$ cat config.mk
export PLATFORM = sky130hd
export DESIGN_NAME = fft_stream_io_flat
export DESIGN_NICKNAME = d
export VERILOG_FILES = /design/src/rtl/fft_stream_io_if.sv /design/src/rtl/fft_stream_io.sv /design/src/flat_wrapper.sv
export SDC_FILE = /design/constraint.sdc
export NUM_CORES = 1
export LEC_CHECK = 0
export CORE_MARGIN = 2
export CORE_UTILIZATION = 45
export CTS_CLUSTER_DIAMETER = 150
export DETAILED_ROUTE_END_ITERATION = 16
export PLACE_DENSITY_LB_ADDON = 0.1
export SYNTH_ARGS = -nofsm -noshare
export SYNTH_HDL_FRONTEND = slang
export SYNTH_SLANG_ARGS = --single-unit
$ cat constraint.sdc
create_clock -name iCLK -period 5.6 [get_ports iCLK]
set_clock_uncertainty 0.15 [all_clocks]
set_input_delay 0.56 -clock iCLK [delete_from_list [all_inputs] [get_ports iCLK]]
set_output_delay 0.56 -clock iCLK [all_outputs]
set_load 0.02 [all_outputs]
$ cat src/rtl/fft_stream_io_if.sv
// Sample stream interface for fft_stream_io.
//   iIN_VALID / iIN_DATA / oIN_READY : time-domain input samples (real, signed D_BIT)
//   oOUT_VALID / iOUT_READY          : result stream handshake
//   oOUT_RE / oOUT_IM                : result sample, D_BIT+1 bits each
//   oOUT_IDX / oOUT_LAST             : output index k and end-of-frame flag
// slave  = the streaming block (consumes input, produces output)
// master = the environment (produces input, consumes output)
interface fft_stream_io_if #(
  parameter int D_BIT = 16,
  parameter int A_BIT = 9
);
  logic                    iIN_VALID;
  logic signed [D_BIT-1:0] iIN_DATA;
  logic                    oIN_READY;
  logic                    oOUT_VALID;
  logic                    iOUT_READY;
  logic signed [D_BIT:0]   oOUT_RE;
  logic signed [D_BIT:0]   oOUT_IM;
  logic [A_BIT+1:0]        oOUT_IDX;
  logic                    oOUT_LAST;

  modport slave (
    input  iIN_VALID, iIN_DATA, iOUT_READY,
    output oIN_READY, oOUT_VALID, oOUT_RE, oOUT_IM, oOUT_IDX, oOUT_LAST
  );

  modport master (
    output iIN_VALID, iIN_DATA, iOUT_READY,
    input  oIN_READY, oOUT_VALID, oOUT_RE, oOUT_IM, oOUT_IDX, oOUT_LAST
  );
endinterface

$ cat src/rtl/fft_stream_io.sv
// Streaming load/unload front-end for the radix-4 FFT datapath.
// Loads N = 4*2^A_BIT real samples interleaved across the four banks of RAM A,
// kicks the engine, waits for completion, then streams the results back in
// natural or bit-reversed order through a 2-entry output buffer.
// Ports:
//   iCLK, iRESET (async, active-low)
//   iSTART  : frame start pulse (IDLE only)    iABORT : synchronous abort to IDLE
//   strm    : input/output sample streams (fft_stream_io_if.slave)
//   oENG_START / iENG_RDY : engine start pulse / completion
//   oSOURCE_CONT          : 1 while this block owns the RAM A ports
//   oRAM_WE / oRAM_ADDR_WR / oRAM_DATA : registered bank write port
//   oRAM_ADDR_RD / iRAM_RE / iRAM_IM   : bank read port, 1-cycle read latency
//   oBUSY, oDONE          : frame in progress / end-of-frame pulse
module fft_stream_io #(
  parameter int D_BIT  = 16,
  parameter int A_BIT  = 9,
  parameter int BITREV = 1
) (
  input  logic                   iCLK,
  input  logic                   iRESET,
  input  logic                   iSTART,
  input  logic                   iABORT,
  fft_stream_io_if.slave         strm,
  output logic                   oENG_START,
  input  logic                   iENG_RDY,
  output logic                   oSOURCE_CONT,
  output logic [3:0]             oRAM_WE,
  output logic [A_BIT-1:0]       oRAM_ADDR_WR,
  output logic signed [D_BIT:0]  oRAM_DATA,
  output logic [A_BIT-1:0]       oRAM_ADDR_RD,
  input  logic [4*(D_BIT+1)-1:0] iRAM_RE,
  input  logic [4*(D_BIT+1)-1:0] iRAM_IM,
  output logic                   oBUSY,
  output logic                   oDONE
);

  localparam int W  = D_BIT + 1;
  localparam int IW = A_BIT + 2;
  localparam int CW = A_BIT + 3;
  localparam int N  = 1 << IW;
  localparam logic [CW-1:0] N_CNT    = CW'(N);
  localparam logic [IW-1:0] LAST_IDX = '1;

  typedef enum logic [1:0] {S_IDLE, S_LOAD, S_RUN, S_UNLOAD} state_t;

  function automatic logic signed [W-1:0] sign_ext(input logic signed [D_BIT-1:0] x);
    return {x[D_BIT-1], x};
  endfunction

  function automatic logic [IW-1:0] bit_rev(input logic [IW-1:0] x);
    logic [IW-1:0] r;
    for (int i = 0; i < IW; i++) r[i] = x[IW-1-i];
    return r;
  endfunction

  state_t                state_q, state_d;
  logic [CW-1:0]         in_cnt_q, in_cnt_d;
  logic [CW-1:0]         rd_cnt_q, rd_cnt_d;
  logic                  eng_start_q, eng_start_d;
  logic                  done_q, done_d;

  logic [3:0]            wr_we_p0, wr_we_p1;
  logic [A_BIT-1:0]      wr_addr_p0, wr_addr_p1;
  logic signed [W-1:0]   wr_data_p0, wr_data_p1;

  logic                  rd_vld_p0, rd_vld_p1;
  logic [1:0]            rd_bank_p0, rd_bank_p1;
  logic [IW-1:0]         rd_idx_p0, rd_idx_p1;
  logic [IW-1:0]         rd_j;

  logic [1:0]            fcnt_p2, fcnt_d;
  logic [1:0]            f_occ;
  logic signed [W-1:0]   f0_re_p2, f0_im_p2, f1_re_p2, f1_im_p2;
  logic [IW-1:0]         f0_idx_p2, f1_idx_p2;

  logic signed [W-1:0]   re_bank [4];
  logic signed [W-1:0]   im_bank [4];
  logic signed [W-1:0]   push_re, push_im;

  logic                  in_ready, in_hs;
  logic                  out_vld, out_hs, out_last;
  logic                  rd_issue;

  assign in_ready = (state_q == S_LOAD) && (in_cnt_q != N_CNT);
  assign in_hs    = strm.iIN_VALID && in_ready;
  assign out_vld  = (fcnt_p2 != 2'd0);
  assign out_hs   = out_vld && strm.iOUT_READY;
  assign out_last = out_vld && (f0_idx_p2 == LAST_IDX);

  assign rd_j  = (BITREV != 0) ? bit_rev(rd_cnt_q[IW-1:0]) : rd_cnt_q[IW-1:0];
  // Buffer occupancy after this cycle's pop, counting the read in flight.
  assign f_occ = fcnt_p2 + {1'b0, rd_vld_p1} - {1'b0, out_hs};
  assign rd_issue = (state_q == S_UNLOAD) && (rd_cnt_q != N_CNT) && (f_occ < 2'd2);

  always_comb begin
    for (int b = 0; b < 4; b++) begin
      re_bank[b] = iRAM_RE[b*W +: W];
      im_bank[b] = iRAM_IM[b*W +: W];
    end
    push_re = re_bank[rd_bank_p1];
    push_im = im_bank[rd_bank_p1];
  end

  // Stage p0: control decode, write request and read issue
  always_comb begin
    state_d     = state_q;
    in_cnt_d    = in_cnt_q;
    rd_cnt_d    = rd_cnt_q;
    eng_start_d = 1'b0;
    done_d      = 1'b0;
    wr_we_p0    = 4'b0000;
    wr_addr_p0  = in_cnt_q[IW-1:2];
    wr_data_p0  = sign_ext(strm.iIN_DATA);
    rd_vld_p0   = 1'b0;
    rd_bank_p0  = rd_j[1:0];
    rd_idx_p0   = rd_cnt_q[IW-1:0];
    fcnt_d      = fcnt_p2 + {1'b0, rd_vld_p1} - {1'b0, out_hs};

    case (state_q)
      S_IDLE: begin
        if (iSTART) begin
          state_d  = S_LOAD;
          in_cnt_d = '0;
        end
      end
      S_LOAD: begin
        if (in_hs) begin
          wr_we_p0 = 4'b0001 << in_cnt_q[1:0];
          in_cnt_d = in_cnt_q + CW'(1);
        end else if (in_cnt_q == N_CNT) begin
          // Final write is on the RAM port this cycle; hand over next cycle.
          state_d     = S_RUN;
          eng_start_d = 1'b1;
        end
      end
      S_RUN: begin
        if (iENG_RDY) begin
          state_d  = S_UNLOAD;
          rd_cnt_d = '0;
        end
      end
      S_UNLOAD: begin
        if (rd_issue) begin
          rd_vld_p0 = 1'b1;
          rd_cnt_d  = rd_cnt_q + CW'(1);
        end
        if (out_hs && out_last) begin
          state_d = S_IDLE;
          done_d  = 1'b1;
        end
      end
      default: state_d = S_IDLE;
    endcase

    if (iABORT) begin
      state_d     = S_IDLE;
      in_cnt_d    = '0;
      rd_cnt_d    = '0;
      eng_start_d = 1'b0;
      done_d      = 1'b0;
      wr_we_p0    = 4'b0000;
      rd_vld_p0   = 1'b0;
      fcnt_d      = 2'd0;
    end
  end

  // Stage p1: registered RAM write / read in flight; stage p2: output buffer
  always_ff @(posedge iCLK or negedge iRESET) begin
    if (!iRESET) begin
      state_q     <= S_IDLE;
      in_cnt_q    <= '0;
      rd_cnt_q    <= '0;
      eng_start_q <= 1'b0;
      done_q      <= 1'b0;
      wr_we_p1    <= 4'b0000;
      rd_vld_p1   <= 1'b0;
      fcnt_p2     <= 2'd0;
    end else begin
      state_q     <= state_d;
      in_cnt_q    <= in_cnt_d;
      rd_cnt_q    <= rd_cnt_d;
      eng_start_q <= eng_start_d;
      done_q      <= done_d;
      wr_we_p1    <= wr_we_p0;
      rd_vld_p1   <= rd_vld_p0;
      fcnt_p2     <= fcnt_d;
    end
  end

  always_ff @(posedge iCLK) begin
    wr_addr_p1 <= wr_addr_p0;
    wr_data_p1 <= wr_data_p0;
    rd_bank_p1 <= rd_bank_p0;
    rd_idx_p1  <= rd_idx_p0;
    // Entry 0 is the head presented on the output; entry 1 only fills under stall.
    if (out_hs) begin
      if (fcnt_p2 == 2'd2) begin
        f0_re_p2  <= f1_re_p2;
        f0_im_p2  <= f1_im_p2;
        f0_idx_p2 <= f1_idx_p2;
        if (rd_vld_p1) begin
          f1_re_p2  <= push_re;
          f1_im_p2  <= push_im;
          f1_idx_p2 <= rd_idx_p1;
        end
      end else if (rd_vld_p1) begin
        f0_re_p2  <= push_re;
        f0_im_p2  <= push_im;
        f0_idx_p2 <= rd_idx_p1;
      end
    end else if (rd_vld_p1) begin
      if (fcnt_p2 == 2'd0) begin
        f0_re_p2  <= push_re;
        f0_im_p2  <= push_im;
        f0_idx_p2 <= rd_idx_p1;
      end else begin
        f1_re_p2  <= push_re;
        f1_im_p2  <= push_im;
        f1_idx_p2 <= rd_idx_p1;
      end
    end
  end

  // Data outputs are qualified so idle cycles present zeros.
  assign strm.oIN_READY  = in_ready;
  assign strm.oOUT_VALID = out_vld;
  assign strm.oOUT_RE    = out_vld ? f0_re_p2  : '0;
  assign strm.oOUT_IM    = out_vld ? f0_im_p2  : '0;
  assign strm.oOUT_IDX   = out_vld ? f0_idx_p2 : '0;
  assign strm.oOUT_LAST  = out_last;

  assign oRAM_WE      = wr_we_p1;
  assign oRAM_ADDR_WR = (|wr_we_p1) ? wr_addr_p1 : '0;
  assign oRAM_DATA    = (|wr_we_p1) ? wr_data_p1 : '0;
  assign oRAM_ADDR_RD = rd_j[IW-1:2];
  assign oENG_START   = eng_start_q;
  assign oSOURCE_CONT = (state_q != S_RUN);
  assign oBUSY        = (state_q != S_IDLE);
  assign oDONE        = done_q;

endmodule

$ cat src/flat_wrapper.sv
// flat-port wrapper written by rule: the top's interface ports become plain ports
module fft_stream_io_flat 
#(
  parameter int D_BIT  = 16,
  parameter int A_BIT  = 9,
  parameter int BITREV = 1
)
  (iCLK, iRESET, iSTART, iABORT, oENG_START, iENG_RDY, oSOURCE_CONT, oRAM_WE, oRAM_ADDR_WR, oRAM_DATA, oRAM_ADDR_RD, iRAM_RE, iRAM_IM, oBUSY, oDONE, strm_iIN_VALID, strm_iIN_DATA, strm_iOUT_READY, strm_oIN_READY, strm_oOUT_VALID, strm_oOUT_RE, strm_oOUT_IM, strm_oOUT_IDX, strm_oOUT_LAST);
  fft_stream_io_if #(.D_BIT(D_BIT), .A_BIT(A_BIT)) strm_i ();
  input  logic iCLK;
  input  logic iRESET;
  input  logic iSTART;
  input  logic iABORT;
  output logic oENG_START;
  input  logic iENG_RDY;
  output logic oSOURCE_CONT;
  output logic [3:0] oRAM_WE;
  output logic [A_BIT-1:0] oRAM_ADDR_WR;
  output logic signed [D_BIT:0] oRAM_DATA;
  output logic [A_BIT-1:0] oRAM_ADDR_RD;
  input  logic [4*(D_BIT+1)-1:0] iRAM_RE;
  input  logic [4*(D_BIT+1)-1:0] iRAM_IM;
  output logic oBUSY;
  output logic oDONE;
  input wire logic [$bits(strm_i.iIN_VALID)-1:0] strm_iIN_VALID;
  input wire logic [$bits(strm_i.iIN_DATA)-1:0] strm_iIN_DATA;
  input wire logic [$bits(strm_i.iOUT_READY)-1:0] strm_iOUT_READY;
  output wire logic [$bits(strm_i.oIN_READY)-1:0] strm_oIN_READY;
  output wire logic [$bits(strm_i.oOUT_VALID)-1:0] strm_oOUT_VALID;
  output wire logic [$bits(strm_i.oOUT_RE)-1:0] strm_oOUT_RE;
  output wire logic [$bits(strm_i.oOUT_IM)-1:0] strm_oOUT_IM;
  output wire logic [$bits(strm_i.oOUT_IDX)-1:0] strm_oOUT_IDX;
  output wire logic [$bits(strm_i.oOUT_LAST)-1:0] strm_oOUT_LAST;
  assign strm_i.iIN_VALID = strm_iIN_VALID;
  assign strm_i.iIN_DATA = strm_iIN_DATA;
  assign strm_i.iOUT_READY = strm_iOUT_READY;
  assign strm_oIN_READY = strm_i.oIN_READY;
  assign strm_oOUT_VALID = strm_i.oOUT_VALID;
  assign strm_oOUT_RE = strm_i.oOUT_RE;
  assign strm_oOUT_IM = strm_i.oOUT_IM;
  assign strm_oOUT_IDX = strm_i.oOUT_IDX;
  assign strm_oOUT_LAST = strm_i.oOUT_LAST;
  fft_stream_io #(.D_BIT(D_BIT), .A_BIT(A_BIT), .BITREV(BITREV)) u_core (.iCLK(iCLK), .iRESET(iRESET), .iSTART(iSTART), .iABORT(iABORT), .strm(strm_i), .oENG_START(oENG_START), .iENG_RDY(iENG_RDY), .oSOURCE_CONT(oSOURCE_CONT), .oRAM_WE(oRAM_WE), .oRAM_ADDR_WR(oRAM_ADDR_WR), .oRAM_DATA(oRAM_DATA), .oRAM_ADDR_RD(oRAM_ADDR_RD), .iRAM_RE(iRAM_RE), .iRAM_IM(iRAM_IM), .oBUSY(oBUSY), .oDONE(oDONE));
endmodule
Word level (Yosys, flattened, before mapping)
Cells that the tools add are included.

Logic and storage cells: 133. Output and inout port bits: 91. Latch bits: 0. Memory bits (read-only): 0. Memories kept: 0. Register bits: 163. Bits in writable memories: 0.

Muxes and demuxes: 67. $lt $le $gt $ge: 2. $add $sub $neg: 4. $mul: 0. Divide/modulo/power cells: 0. Shift-type cells: 1. Bitwise operators: 1. Reduce and logical (&&, ||, !) cells: 22. Equal/unequal tests: 18.

Operators by type and width (count): $mux W17 (25); $mux W11 (10); $mux W12 (6); $bmux W17 S2 (2); $pmux W12 S2 (2); $add A12 B1 Y12 const B (2); $ne A12 B12 Y1 const B (2); $ne A3 B3 Y1 const B (5); $mux W2 (7); $eq A12 B12 Y1 const B (1); $mux W4 (3); $reduce_and A3 Y1 (4); $eq A11 B11 Y1 const B (1); $mux W1 (10); $reduce_bool A2 Y1 (5); $mux W9 (1); $pmux W2 S4 (1); $logic_and A1 B1 Y1 (7); $eq A2 B2 Y1 const B (3); $ne A3 B2 Y1 const B (2); $reduce_bool A3 Y1 (2); $reduce_and A5 Y1 (1); $logic_not A2 Y1 (2); $ne A2 B2 Y1 const B (2); other kinds (9) (9).

Depth between registers and ports, before layout
Gate-level depths: netlist (run 1).

Depth after elaboration: 8. Gate-level depth with buffers: 12.

Least setup slack after synthesis (run 1)
OpenSTA, ideal clock, no wires.

Path kind: input port to flip-flop. From: in strm_iOUT_READY. To: reg u_core.f1_idx_p2[0], enable pin. Required time: 4.934 ns. Arrival: 3.943 ns. Cell stages on the path: 1. Path slack: 0.991 ns. Cell sequence: a211oi_1.

Longest elaborated chain between the ends: 3.

RTL lines: start: declaration (line flat_wrapper.sv:27) `input wire logic [$bits(strm_i.iOUT_READY)-1:0] strm_iOUT_READY;`; $logic_and A1 B1 Y1 (*) (line fft_stream_io.sv:87) `assign out_hs = out_vld && strm.iOUT_READY;`; $ne A2 B2 Y1 (no source line) / $ne A2 B1 Y1 (equally long branches); $reduce_and A3 Y1 (no source line) (*); end signal: assignment (line fft_stream_io.sv:204) `f1_idx_p2 <= rd_idx_p1;`; end signal: assignment (line fft_stream_io.sv:219) `f1_idx_p2 <= rd_idx_p1;`; end: declaration (line fft_stream_io.sv:74) `logic [IW-1:0] f0_idx_p2, f1_idx_p2;`.

Every way passes the cells marked *; elsewhere a longest branch is shown, timed or not. A chain may end at the register's enable or synchronous reset.

Worst setup path in the final report (run 1)
From: reg u_core.in_cnt_q[0]. To: out strm_oIN_READY.

Longest elaborated chain between the ends: 2.

RTL lines: start: declaration (line fft_stream_io.sv:57) `logic [CW-1:0] in_cnt_q, in_cnt_d;`; start signal: assignment (line fft_stream_io.sv:180) `in_cnt_q <= in_cnt_d;`; $ne A12 B12 Y1 (line fft_stream_io.sv:84) `assign in_ready = (state_q == S_LOAD) && (in_cnt_q != N_CNT);`; $logic_and A1 B1 Y1 (line fft_stream_io.sv:84); end: declaration (line flat_wrapper.sv:28) `output wire logic [$bits(strm_i.oIN_READY)-1:0] strm_oIN_READY;`.

No other way between the ends.

==> flow_summary.rst, run 1 <==
.. list-table::
   :header-rows: 1

   * - Metric
     - Value
   * - Clock slew at the register clock pins of the worst setup and hold paths
     - 0.06 ns
   * - Post-detailed-route count of antenna-violating nets
     - 0
   * - Area share of xor/xnor cells in the synthesized design
     - 0.315%
   * - TritonCTS Sinks
     - 161
   * - Post-synth top area share
     - 35.8%
   * - Result of the run
     - finished, final reports clean
   * - Library cell with the largest summed area after synthesis
     - edfxtp_1
   * - Final Setup Violations
     - 0
   * - Wire length per cell after detailed routing
     - 19.3 um
   * - Main synth FF type
     - edfxtp_1
   * - Inserted Clock Buffers
     - 17
   * - Total DRC errors in the routed layout
     - 0
   * - Gate count of the mapped netlist
     - 542
   * - Share of the cycle needed by the critical path after routing
     - 56.4%
   * - Required time worst endpoint
     - 4.89 ns
   * - Post-synthesis net count
     - 715
   * - Final core utilization
     - 65.5%
   * - Wirelength, routed
     - 19500 um
   * - Delay of the slowest cell on the worst path
     - 0.69 ns
   * - Synth Area per Inst
     - 13.9 um^2
   * - Ranking of synthesized cells by area
     - edfxtp_1 (36%), dfrtp_1 (12%), mux4_2 (10%)
   * - GP Congestion
     - 0.854
   * - Final WS setup
     - 2.44 ns
   * - Critical-path top delay cell
     - clkdlybuf4s50_1
   * - Buffers from clock root to sink, at most
     - 2
   * - Distinct cell type count of the synthesized netlist
     - 52
   * - Cell area after technology mapping
     - 7540 um^2
   * - Die Ht
     - 133 um
   * - Power density over the cells
     - 348 nW/um^2
   * - Area share of and/or/nand/nor cells after synthesis
     - 13.8%
   * - Number of nets in the finished design
     - 952
   * - Total of hold buffers inserted after clock tree synthesis
     - 0
   * - Die width
     - 133 um
   * - Setup fix buffers added after clock tree synthesis
     - 0
   * - Async set-or-reset flop fraction in the synthesized netlist
     - 21.7%
   * - Portion of netlist area occupied by mux cells
     - 17.7%
   * - Compound-cell area share of the yosys netlist
     - 5.13%
   * - Share of the yosys chip area belonging to registers
     - 57.0%
   * - Critical Path AT
     - 2.45 ns
   * - Number of enable-type register cells in the synthesized netlist
     - 90
   * - Worst-case setup slack after placement
     - 2.27 ns
   * - Filler Cell Count
     - 1209
   * - Number of antenna violations at the first check in global routing
     - 0
   * - Pins Over Slew Limit
     - 0
   * - Final Hold Fails
     - 0
   * - Via count of the first global-routing pass
     - 5549
   * - Placeable core region
     - 16500 um^2
   * - Adder-cell area share of the yosys netlist
     - 2.32%
   * - Setup crit end kind
     - primary output
   * - Clock root buffer master
     - clkbuf_16
   * - Type of the setup path with the least slack
     - flip-flop to primary output
   * - Overall overflow remaining after global route
     - 0
   * - Top delay family on crit path
     - buffers and inverters
   * - Drt pass-1 iters
     - 6
   * - Initial Utilization
     - 45.8%
   * - IO Count
     - 250
   * - Area growth from synthesis to final layout
     - 43.1%
   * - Worst-margin pin slew
     - 1.24 ns
   * - Reg-to-reg setup timing slack
     - 2.72 ns
   * - Detailed-route vias per instance
     - 5.30
   * - Placement row count
     - 47
   * - Buf+Inv Stages, Crit Path
     - 2
   * - Count of input and output buffers
     - 249
   * - Leakage power of the design
     - 3.84 nW
   * - Layout cells sized above 1
     - 16.9%
   * - CTS tree
     - built
   * - First-pass GRT wire length
     - 30700 um
   * - Resized cells post-CTS
     - 0
   * - Clock network latency to the later pin of the worst-skew pair
     - 0.42 ns
   * - Largest net degree at the start of global routing
     - 47
   * - Maximum fanout along the worst path
     - 8
   * - Count of maximum capacitance violations
     - 0
   * - Cell chain of the critical path
     - inv_1 > ha_1 > nor4b_1 > a31oi_1 > clkdlybuf4s50_1
   * - Period minus WS final
     - 3.16 ns
   * - Final total negative setup slack
     - 0 ns
   * - Total track usage
     - 22.4%
   * - Main combinational cell family by area after synthesis
     - multiplexers
   * - Unrepaired setup endpoints after global routing
     - no
   * - Die area
     - 17800 um^2
   * - Number of flip-flops and latches in the synthesized netlist
     - 161
   * - Type of origin of the critical path
     - flip-flop
   * - Half-perimeter wire length of the detailed placement result
     - 14000 um
   * - Yosys synthesis warning count
     - 0
   * - Peak Freq
     - 0.317 GHz
   * - Rel. slew slack
     - 16.5%
   * - Count of vias placed by the detailed router
     - 5365
   * - Number of DRC markers in iteration 0
     - 336
   * - Count of H-tree levels built during CTS
     - 4
   * - Hold Crit Class
     - flip-flop to flip-flop
   * - Peak supply drop
     - 0.244 mV
   * - Number of antenna cells inserted
     - 0
==> logic make-up (layout without fill, tap and decap cells) <==
kind of cell,Yosys count,in the layout
and+or+nand+nor,170,170
DFF,161,161
muxes,85,85
buffers and inverters,56,306
AOI/OAI and AO/OA,55,55
adders and majority gates,14,14
xor gates and xnor gates,1,1
==> cell usage after synthesis (3+ instances only) <==
master    instances
o41ai_1           3
a21oi_1          16
nand2b_1          5
o211ai_1          5
o21ai_0           6
nor2_1            8
or3_1             9
and2_1           51
buf_2             5
and3_1            3
nand4_1           6
dfxtp_1          36
inv_1            18
nor4_1            6
nand3_1           7
or2_2             4
mux2_2           47
nor2b_1          29
buf_4            10
dfrtp_1          35
nand2_1          16
ha_1             14
o31ai_1          12
clkbuf_1         21
edfxtp_1         90
mux4_2           34
mux2i_1           4
or4_1            12
==> registers in the layout, summed over array words and instances, names as in the netlist, 4 cells and up <==
| signal | cells |
|---|---|
| u_core.f0_im_p2 | 17 |
| u_core.f0_re_p2 | 17 |
| u_core.f1_im_p2 | 17 |
| u_core.f1_re_p2 | 17 |
| u_core.wr_data_p1 | 16 |
| u_core.in_cnt_q | 12 |
| u_core.rd_cnt_q | 12 |
| u_core.f0_idx_p2 | 11 |
| u_core.f1_idx_p2 | 11 |
| u_core.rd_idx_p1 | 10 |
| u_core.wr_addr_p1 | 9 |
| u_core.oRAM_WE | 4 |
==> path summary, 6_finish.rpt <==
kind	cells past startpoint	endpoint	from
min	0	u_core.f1_idx_p2[0]$_DFFE_PP_	u_core.rd_idx_p1[0]$_DFF_P_
max in group asynchronous	2	u_core.in_cnt_q[10]$_DFFE_PN0P_	iRESET
max reg2reg	9	u_core.rd_cnt_q[6]$_DFFE_PN0P_	u_core.fcnt_p2[0]$_DFF_PN0_
max	5	strm_oIN_READY	u_core.in_cnt_q[0]$_DFFE_PN0P_
min reg2reg	0	u_core.f1_idx_p2[0]$_DFFE_PP_	u_core.rd_idx_p1[0]$_DFF_P_
min in group asynchronous	2	u_core.rd_cnt_q[6]$_DFFE_PN0P_	iRESET
==> placed cells by master, fill, tap and decap left out, types with 3 or more instances in the layout <==
master | synthesis | routed
a21oi_1 | 16 | 15
and2_1 | 51 | 51
and3_1 | 3 | 3
buf_4 | 10 | 7
clkbuf_16 | 0 | 20
clkdlybuf4s50_1 | 0 | 249
clkinv_2 | 0 | 5
dfrtp_1 | 35 | 35
dfxtp_1 | 36 | 34
edfxtp_1 | 90 | 90
ha_1 | 14 | 14
inv_1 | 18 | 18
mux2_2 | 47 | 47
mux2i_1 | 4 | 4
mux4_2 | 34 | 34
nand2_1 | 16 | 16
nand2b_1 | 5 | 5
nand3_1 | 7 | 7
nand4_1 | 6 | 6
nor2_1 | 8 | 8
nor2b_1 | 29 | 29
nor4_1 | 6 | 5
o211ai_1 | 5 | 5
o21ai_0 | 6 | 6
o31ai_1 | 12 | 12
o41ai_1 | 3 | 3
or2_2 | 4 | 4
or3_1 | 9 | 9
or4_1 | 12 | 12
==> through the flow <==
stage / total power, W / cell area [um^2] / hold WS, ns / cells
2_1_floorplan: 0.00201 / 7540 / 0.114 / 542
3_3_place_gp: 0.00261 / 10200 / 0.266 / 980
3_5_place_dp: 0.00262 / 10200 / 0.269 / 980
4_1_cts: 0.00379 / 10800 / 0.281 / 1012
5_1_grt: 0.00393 / 10800 / 0.301 / 1012
6_report: 0.00376 / 10800 / 0.279 / 1012
==> power by group <==
part	leakage, nW	total (W)	switching [W]	internal (W)
sequential	1.62	0.00132	0.0000245	0.00129
clock	0.309	0.00117	0.000448	0.000718
combinational	1.92	0.00127	0.000652	0.000622
total	3.84	0.00376	0.00112	0.00263
==> metal layers <==
layer | GRT usage (%) | wire length [um] | part of all wire (%)
met1 | 28.4 | 8260 | 42
met2 | 37.6 | 9760 | 50
met3 | 5.86 | 1150 | 5.9
met4 | 7.33 | 327 | 1.7
met5 | 0 | 0 | 0
==> area by class of cell <==
| cell class | count | area [um^2] | share of cell area, % |
|---|---|---|---|
| sequential | 161 | 4300 | 39.9 |
| multi-input combinational | 325 | 2990 | 27.7 |
| timing repair buffer | 256 | 2540 | 23.6 |
| clock buffer | 24 | 539 | 5.00 |
| tap | 220 | 275 | 2.55 |
| clock inverter | 8 | 70.1 | 0.649 |
| inverter | 18 | 67.6 | 0.626 |
(Power assumes the default switching activity.)
==> run 2, diff against run 1 <==
==> constraint.sdc (replaced) <==
create_clock -name iCLK -period 3.3 [get_ports iCLK]
set_clock_uncertainty 0.15 [all_clocks]
set_input_delay 0.33 -clock iCLK [delete_from_list [all_inputs] [get_ports iCLK]]
set_output_delay 0.33 -clock iCLK [all_outputs]
set_load 0.02 [all_outputs]
==> run 2 against run 1 <==
Design area about the same. Sequential share of layout area about the same. Critical path depth is the same. Register-to-register slack worse by 2.3 ns. Largest cell class unchanged. Largest power group unchanged. Clock-buffer cell count decreased by 7. Routed wire length is 2.9% lower. Sequential power increased by 69%. Via count about the same.
==> flow_summary.rst, run 2 (same netlist as run 1, synthesis figures left out) <==
.. list-table::
   :header-rows: 1

   * - Metric
     - Value
   * - Setup fix buffers added after clock tree synthesis
     - 0 (unchanged)
   * - Buffers from clock root to sink, at most
     - 2 (unchanged)
   * - Hold Crit Class
     - input pin to async pin
   * - Unrepaired setup endpoints after global routing
     - no
   * - Placeable core region
     - 16500 um^2 (unchanged)
   * - Most frequent standard cell in the layout excluding fill and tap cells
     - clkdlybuf4s50_1
   * - Number of antenna violations at the first check in global routing
     - 1 (+1)
   * - Final Hold Fails
     - 0 (unchanged)
   * - Maximum fanout along the worst path
     - 8 (unchanged)
   * - Total track usage
     - 21.2% (-1.2 points)
   * - TritonCTS Sinks
     - 161 (unchanged)
   * - IO Count
     - 250 (unchanged)
   * - Met2 GRT Util
     - 37.2% (-0.46 points)
   * - Clock root buffer master
     - clkbuf_16
   * - Critical register-to-register path endpoint
     - u_core.rd_cnt_q[9]$_DFFE_PN0P_
   * - Worst R2R Start
     - u_core.fcnt_p2[0]$_DFF_PN0_
   * - Peak Freq
     - 0.341 GHz
   * - Drt pass-1 iters
     - 4 (-2)
   * - Total DRC errors in the routed layout
     - 0 (unchanged)
   * - Die width
     - 133 um (unchanged)
   * - Count of H-tree levels built during CTS
     - 4 (unchanged)
   * - Final total negative setup slack
     - 0 ns (unchanged)
   * - Area growth from synthesis to final layout
     - 43.2% (about the same)
   * - Number of DRC markers in iteration 0
     - 329 (-2.1%)
   * - Critical Path AT
     - 2.45 ns (about the same)
   * - Layout cells sized above 1
     - 17.6% (+0.65 points)
   * - Share of the cycle needed by the critical path after routing
     - 88.9%
   * - Via count of the first global-routing pass
     - 5422 (-2.3%)
   * - Type of the setup path with the least slack
     - flip-flop to primary output
   * - Inserted Clock Buffers
     - 17 (unchanged)
   * - Required time worst endpoint
     - 2.82 ns (-2.07 ns)
   * - Setup crit end kind
     - primary output
   * - Leakage power of the design
     - 3.85 nW (about the same)
   * - Overall overflow remaining after global route
     - 0 (unchanged)
   * - Period minus WS final
     - 2.93 ns
   * - Post-detailed-route count of antenna-violating nets
     - 0 (unchanged)
   * - Wirelength, routed
     - 18900 um (-2.9%)
   * - First-pass GRT wire length
     - 29100 um (-5.2%)
   * - Number of nets in the finished design
     - 957 (+0.53%)
   * - CTS tree
     - built
   * - Count of maximum capacitance violations
     - 0 (unchanged)
   * - Initial Utilization
     - 45.8% (unchanged)
   * - Largest net degree at the start of global routing
     - 46 (-2.1%)
   * - Busiest layer in global routing
     - met2
   * - Clock network latency to the later pin of the worst-skew pair
     - 0.42 ns (about the same)
   * - Met1 layer usage reported by global route
     - 25.6% (-2.8 points)
   * - Hold WS
     - 0.176 ns (-0.104 ns)
   * - Wire length per cell after detailed routing
     - 18.6 um (-3.5%)
   * - Peak supply drop
     - 0.373 mV (+53%)
   * - Type of origin of the critical path
     - flip-flop
   * - Placement row count
     - 47 (unchanged)
   * - Number of cells on the worst reg-to-reg path
     - 9 (unchanged)
   * - Die Ht
     - 133 um (unchanged)
   * - Resized cells post-CTS
     - 0 (unchanged)
   * - Count of input and output buffers
     - 249 (unchanged)
   * - Count of vias placed by the detailed router
     - 5361 (-0.075%)
   * - Pins Over Slew Limit
     - 0 (unchanged)
   * - Final Setup Violations
     - 0 (unchanged)
   * - Commonest cells after routing, fill and taps aside
     - clkdlybuf4s50_1 (249), edfxtp_1 (90), and2_1 (51), mux2_2 (47), dfrtp_1 (35)
   * - Detailed-route vias per instance
     - 5.27 (-0.66%)
   * - Total of hold buffers inserted after clock tree synthesis
     - 0 (unchanged)
   * - GP Congestion
     - 0.826 (-3.3%)
   * - Result of the run
     - finished, final reports clean
   * - Global routing usage on met3
     - 4.03% (-1.8 points)
   * - Worst-margin pin slew
     - 0.925 ns (-0.314 ns)
   * - Rel. slew slack
     - 38.3% (+22 points)
   * - Power density over the cells
     - 581 nW/um^2 (+67%)
   * - Clock slew at the register clock pins of the worst setup and hold paths
     - 0.07 ns (about the same)
   * - Reg-to-reg setup timing slack
     - 0.45 ns (-2.27 ns)
   * - Half-perimeter wire length of the detailed placement result
     - 13900 um (-0.63%)
   * - Die area
     - 17800 um^2 (unchanged)
==> run 2: changes by cell type in the layout (fill, tap and decap cells not counted), moves of 2 or more <==
cell / before / now
clkinv_2: 5 / 1
buf_4: 7 / 11
inv_6: 0 / 7
clkbuf_16: 20 / 17
clkbuf_8: 2 / 0
inv_8: 0 / 5
==> run 2: area by class of cell <==
type / count / area (um^2)
tap: 220 / 275
fill: 1232 / 5660
sequential: 161 / 4300
inverter: 18 / 67.6
timing repair buffer: 261 / 2590
clock inverter: 15 / 140
multi-input combinational: 325 / 2990
antenna: 1 / 2.50
clock buffer: 17 / 425
==> run 2: worst max path at each step <==
stage / start / endpoint / slack [ns] / cells past startpoint
5_1_grt: u_core.fcnt_p2[0]$_DFF_PN0_ / u_core.rd_cnt_q[9]$_DFFE_PN0P_ / 0.25 / 9
3_5_place_dp: strm_iOUT_READY / u_core.rd_cnt_q[9]$_DFFE_PN0P_ / 0.21 / 8
3_3_place_gp: strm_iOUT_READY / u_core.rd_cnt_q[4]$_DFFE_PN0P_ / 0.35 / 8
4_1_cts: u_core.in_cnt_q[0]$_DFFE_PN0P_ / strm_oIN_READY / 0.38 / 5
6_report: u_core.in_cnt_q[0]$_DFFE_PN0P_ / strm_oIN_READY / 0.37 / 5
2_1_floorplan: u_core.fcnt_p2[0]$_DFF_PN0_ / u_core.f0_idx_p2[0]$_DFFE_PP_ / 0.19 / 6
==> run 2: where the power goes <==
group	switching [W]	internal [W]	leakage, nW
clock network	0.000865	0.00101	0.284
registers	0.0000423	0.00219	1.62
logic	0.00110	0.00107	1.94
==> run 2: worst max-delay path, cell delays in order, from the launching register on <==
cell and delay [ns]:
dfrtp_1 0.49, inv_1 0.11, ha_1 0.25, nor4b_1 0.16
a31oi_1 0.34, clkdlybuf4s50_1 0.69
==> run 2: stage by stage <==
step | setup slack [ns] | cell area, um^2 | instances | total power, W | utilization (%)
after global placement | 0.351 | 10200 | 985 | 0.00441 | 62.2
after CTS | 0.380 | 10800 | 1017 | 0.00633 | 65.6
final | 0.368 | 10800 | 1018 | 0.00627 | 65.6
after floorplan | 0.192 | 7550 | 542 | 0.00342 | -
after global routing | 0.247 | 10800 | 1018 | 0.00654 | 65.6
after detailed placement | 0.207 | 10200 | 985 | 0.00445 | 62.2
==> run 2: per-layer routing <==
layer,part of all wire [%],vias to the layer above
li1,-,2520
met3,5.1,28
met1,41,2652
met2,52,161
met5,0,-
met4,2.6,0
==> run 3, diff against run 2 <==
--- a/config.mk
+++ b/config.mk
@@ -10,6 +10,7 @@
 export CTS_CLUSTER_DIAMETER = 150
 export DETAILED_ROUTE_END_ITERATION = 16
 export PLACE_DENSITY_LB_ADDON = 0.1
+export SLEW_MARGIN = 15
 export SYNTH_ARGS = -nofsm -noshare
 export SYNTH_HDL_FRONTEND = slang
 export SYNTH_SLANG_ARGS = --single-unit
==> results of run 3 <==
The final DEF is identical to that of run 2; final timing and power are the same.
